`src/rtl/neokeon_pi1_rotl_stream.sv`:
```
// Word-serial Neokeon Pi1 stage: rotates each of the four state words left by
// its per-word amount and presents it through a one-deep valid/ready register.
module neokeon_pi1_rotl_stream #(
  parameter int ROT_W0 = 0,
  parameter int ROT_W1 = 1,
  parameter int ROT_W2 = 5,
  parameter int ROT_W3 = 2
) (
  input  logic        inClk,
  input  logic        inRst,
  input  logic        inValid,
  output logic        outReadyUp,
  input  logic [31:0] inDataWord,
  input  logic        inAbort,
  output logic        outValid,
  input  logic        inReady,
  output logic [31:0] outputData,
  output logic [1:0]  outWordIdx,
  output logic        outLast,
  output logic [7:0]  outFrameCnt
);

  localparam logic [4:0] AMT0 = 5'(ROT_W0 % 32);
  localparam logic [4:0] AMT1 = 5'(ROT_W1 % 32);
  localparam logic [4:0] AMT2 = 5'(ROT_W2 % 32);
  localparam logic [4:0] AMT3 = 5'(ROT_W3 % 32);

  logic [1:0]  wrIdx;
  logic [4:0]  rotAmt;
  logic [63:0] rotDouble;
  logic [31:0] rotWord;
  logic        accept;
  logic        outHandshake;

  always_comb begin
    rotAmt = AMT0;
    case (wrIdx)
      2'd0:    rotAmt = AMT0;
      2'd1:    rotAmt = AMT1;
      2'd2:    rotAmt = AMT2;
      default: rotAmt = AMT3;
    endcase
  end

  // Shifting the doubled word left and keeping the top half yields a rotate-left,
  // and an amount of zero passes the word through unchanged.
  assign rotDouble = {inDataWord, inDataWord} << rotAmt;
  assign rotWord   = rotDouble[63:32];

  assign outReadyUp   = !outValid || inReady;
  assign accept       = inValid && outReadyUp;
  assign outHandshake = outValid && inReady;
  assign outLast      = outValid && (outWordIdx == 2'd3);

  // Abort drops both the partial input frame and any word still waiting downstream.
  always_ff @(posedge inClk) begin
    if (inRst) begin
      wrIdx       <= 2'd0;
      outValid    <= 1'b0;
      outputData  <= 32'd0;
      outWordIdx  <= 2'd0;
      outFrameCnt <= 8'd0;
    end else if (inAbort) begin
      wrIdx    <= 2'd0;
      outValid <= 1'b0;
    end else begin
      if (outHandshake && (outWordIdx == 2'd3)) begin
        outFrameCnt <= outFrameCnt + 8'd1;
      end
      if (accept) begin
        outputData <= rotWord;
        outWordIdx <= wrIdx;
        outValid   <= 1'b1;
        wrIdx      <= wrIdx + 2'd1;
      end else if (outHandshake) begin
        outValid <= 1'b0;
      end
    end
  end

endmodule

```
`config.mk`:
```
export PLATFORM = sky130hd
export DESIGN_NAME = neokeon_pi1_rotl_stream
export DESIGN_NICKNAME = d
export VERILOG_FILES = /design/src/rtl/neokeon_pi1_rotl_stream.sv
export SDC_FILE = /design/constraint.sdc
export NUM_CORES = 1
export LEC_CHECK = 0
export CORE_UTILIZATION = 60
export DETAILED_ROUTE_END_ITERATION = 10
export DONT_BUFFER_PORTS = 1
export PLACE_DENSITY = 0.83
export RECOVER_POWER = 100
export SYNTH_ARGS = -nofsm -noshare
export SYNTH_HDL_FRONTEND = slang
export SYNTH_SLANG_ARGS = --single-unit
```
`constraint.sdc`:
```
create_clock -name inClk -period 2.5 [get_ports inClk]
set_input_delay 0.5 -clock inClk [delete_from_list [all_inputs] [get_ports inClk]]
set_output_delay 0.5 -clock inClk [all_outputs]
set_load 0.1 [all_outputs]
```
After elaboration in Yosys (flattened, before gate mapping)
Index checks and enable logic that the tools add are counted.
{"block": "word_totals", "register_bits": 45, "latch_bits": 0, "ram_bits": 0, "romBits": 0, "mem_count": 0}
{"block": "classes", "n_addsub": 2, "n_mul": 0, "div_mod_pow": 0, "magnitude_cmp": 0, "eq_ne": 3, "shift": 1, "n_mux": 3, "n_bitwise": 1, "n_reduce_logical": 11}
{"operator": "$shl 64x5->64", "count": 1}
{"operator": "$pmux 3 s3", "count": 1}
{"operator": "$add 8x1->8 const B", "count": 1}
{"operator": "$eq 2x2->1 const B", "count": 2}
{"operator": "$logic_and 1x1->1", "count": 4}
{"operator": "$reduce_and 2->1", "count": 2}
{"operator": "$add 2x1->2 const B", "count": 1}
{"operator": "$eq 2x1->1 const B", "count": 1}
{"operator": "$logic_not 2->1", "count": 1}
{"operator": "$mux 1", "count": 2}
{"operator": "$reduce_bool 2->1", "count": 1}
{"operator": "$reduce_or 2->1", "count": 1}
{"operator": "$logic_not 1->1", "count": 1}
{"operator": "$logic_or 1x1->1", "count": 1}
{"operator": "$not 1->1", "count": 1}

Depth between registers and ports, before layout
{"block": "logic_depth", "depth_word": 4, "mapped_depth": 7, "depth_no_buf": 4}

Worst setup path after synthesis
OpenSTA, ideal clock, no wires.
{"block": "synth_path", "path_kind": "flip-flop to flip-flop", "from": "register outValid", "to": "register outputData[28]", "t_arrival_ps": 2499, "required_time_ps": 2420, "slack_ps": -79, "path_stages_with_launch": 6, "n_path_buf": 1, "period_less_slack_ps": 2579, "path_cell_list": "dfxtp_1 > nor2b_1 > inv_1 > clkbuf_1 > a31oi_1 > a211oi_2"}
{"block": "synth_between", "elab_chain_len": 4}
{"element": "start, declared", "line_no": "15", "source": "output logic outValid,"}
{"element": "start signal, assigned", "line_no": "59", "source": "outValid <= 1'b0;"}
{"element": "start signal, assigned", "line_no": "65", "source": "outValid <= 1'b0;"}
{"element": "start signal, assigned", "line_no": "73", "source": "outValid <= 1'b1;"}
{"element": "$logic_not 1->1", "line_no": "50", "source": "assign outReadyUp = !outValid || inReady;"}
{"element": "$logic_or 1x1->1", "line_no": "50"}
{"element": "via outReadyUp", "line_no": "12", "source": "output logic outReadyUp,"}
{"element": "$logic_and 1x1->1", "line_no": "51", "source": "assign accept = inValid && outReadyUp;"}
{"element": "$reduce_and 2->1 (no line)"}
{"element": "end signal, assigned", "line_no": "71", "source": "outputData <= rotWord;"}
{"element": "end, declared", "line_no": "17", "source": "output logic [31:0] outputData,"}
The timed path passes the listed nets, and every way through them passes these cells.
A chain may end at the register's enable or synchronous reset.

Worst setup path in the final report
{"block": "layout_path", "from": "register outValid", "to": "output port outReadyUp"}
{"block": "layout_between", "elab_chain_len": 2}
{"element": "$logic_not 1->1", "line_no": "50"}
{"element": "$logic_or 1x1->1", "line_no": "50"}
{"element": "end, declared", "line_no": "12"}
Every way passes these cells.

==> results.toml <==
[yosys]
synth_edf_count = 0
synth_adder_area_share_pct = 1.50
synthArstFlopShare_pct = 0
ys.flop_type = "dfxtp_1"
yosysUniqueCellTypes = 34
netlist_area_um2 = 3330
syn-num-nets = 327
ys_ff_latch = 45
synthSimpleGateAreaFrac_pct = 4.59
synth-xor-area-share_pct = 0
synth_area_per_cell_um2 = 11.6
synth-seq-area-share_pct = 27.1
yosysTopAreaCellShare_pct = 27.1
synth_top_family_by_area = "multiplexers"
synth_compound_area_share_pct = 21.8
synth_area_leaders = "dfxtp_1 27%, mux4_2 22%, mux2i_1 16%, a211oi_2 12%, a31oi_1 6.0%"
muxShareOfSynthArea_pct = 38.0
synth_area_leader_cell = "dfxtp_1"
syn_inst = 286
yosysWarnings = 0

[global_route]
grt_pass1_vias = 2794
overflow = 0
antenna_found_initial = 0
grt_use_total_pct = 31.0
grt_max_degree = 46
grt_pass1_wl_mm = 14.5

[sta]
max_freq_mhz = 452
whs_ps = 256
worst_pin_slew_ps = 1300
clock_skew_ps = 3.96
final.min_clock_period_ps = 2210
setup_viol = 0
relSlewSlack_pct = 13.3
finalCritPeriodShare_pct = 88.4
rsz0062_at_grt = "false"
finalMaxSlewViolations = 0
hold_viol = 0
setup_tns_ps = 0

[floorplanning]
fp.dieH_um = 76.5
die_area_um2 = 5850
io_pins = 82
initial_core_util_pct = 63.5
die_x_um = 76.5
core_um2 = 5240
fp-row-count = 26

[finish]
fin_util_pct = 66.2
final_layout_size_suffix_gt1_share_pct = 21.2
diodes = 0
final_cell_mix = "52 x mux2i_1, 45 x dfxtp_1, 41 x clkbuf_1"
nNetsFinal = 351
area_growth_pct = 4.29
final_common_cell = "mux2i_1"

[setup_path]
endpoint_kind = "primary output"
crit_required_ps = 2000
path_max_fanout = 39
critical_path_class = "reg2out"
startpoint_type = "flop"
crit_arrival_ps = 1710

[drt]
drtIter0Drc = 246
num_vias = 2761
wirelength_mm = 8.76
via_per_inst = 7.25
wl_per_cell_um = 23.0
route.detailed.drc = 0
drt-pass1-iter-count = 5
drtAntennaViolNets = 0

[placed_design]
io_buffers = 0
hpwl_mm = 5.91
place_congestion = 0.905

[clock_network]
tritoncts = "yes"
cts_setup_buffers = 0
cts_max_level = 2
clkTransAtPathRegs_ps = 90
cts_resized = 0
clock_sinks = 45
cts_hold_buf = 0
cts_root_buf = "clkbuf_8"
clock_latency_ps = 300
numCtsBuffers = 5
clockBufferDepth = 2

[outcome]
status = "finished, final reports clean"

[power_and_ir_drop]
power_leakage_nw = 0.996
worst_ir_drop_vdd_mv = 0.303
powerDensity_nw_per_um2 = 574

[worst_hold_path]
hold_path_class = "in2reg"

[job]
drv_cap = 0
==> layer usage <==
layer	part of all wire, %	global-route usage [%]
met5	0	0
met4	2.6	12.1
met3	10	8.98
met2	47	48.9
met1	40	40.1
==> worst paths after layout <==
path                        from             end  slack (ps)  cells past startpoint
hold reg to reg   outFrameCnt[5]  outFrameCnt[5]         530                      2
hold / removal             inRst  outFrameCnt[7]         260                      1
setup / recovery        outValid      outReadyUp         290                      2
setup reg to reg  outFrameCnt[2]  outFrameCnt[3]         310                      4
==> cells by family after synthesis <==
family,count (synthesis)
multiplexers,86
buffers and inverters,40
adder cells (fa/ha/maj),4
flip-flops,45
AND/OR/NAND/NOR,26
AO/OA/AOI/OAI,85
==> synth_stat cells, types with 2 or more instances <==
library cell and count:
buf_12 2, mux4_2 32, inv_1 6, a31oi_1 32
or4_1 3, o21ai_0 3, o31ai_1 5, nor4_1 3
mux2i_1 52, ha_1 4, nand2_1 3, nor2_1 2
nand3_1 2, clkbuf_1 15, a21oi_1 10, buf_6 2
buf_8 2, nand4_1 5, nor2b_1 3, mux2_2 2
dfxtp_1 45, buf_2 11, a211oi_2 31
==> where the power goes <==
part	switching, W	internal (W)	leakage, nW
Sequential	0.0000192	0.000756	0.369
Clock	0.000266	0.000325	0.0574
Combinational	0.000452	0.000172	0.570
Total	0.000737	0.00125	0.996
==> through the flow <==
step                      std cells  cell area, µm²  setup WS [ps]  total power [W]
after floorplan                 286            3330            124          0.00137
after global placement          373            3630            500          0.00145
after detailed placement        373            3630            377          0.00147
after CTS                       381            3750            306          0.00206
after global routing            381            3470            151          0.00206
final                           381            3470            289          0.00199
==> state kept, by name, indices dropped and copies added (netlist names) <==
name / cells
outFrameCnt: 8
outValid: 1
outWordIdx: 2
outputData: 32
wrIdx: 2
==> area by class of cell <==
class                           instances  area [µm²]
Multi-Input combinational cell        201        2090
Fill cell                             432        1770
Sequential cell                        45         901
Timing Repair Buffer                   50         244
Tap cell                               70        87.6
Clock buffer                            6        82.6
Clock inverter                          2        37.5
Inverter                                7        27.5
==> worst max-delay path, cell delays in order (launching register included) <==
cell	delay, ps
dfxtp_1	350
nor2b_1	200
inv_2	840
No activity file was read; power rests on OpenSTA's default activity.
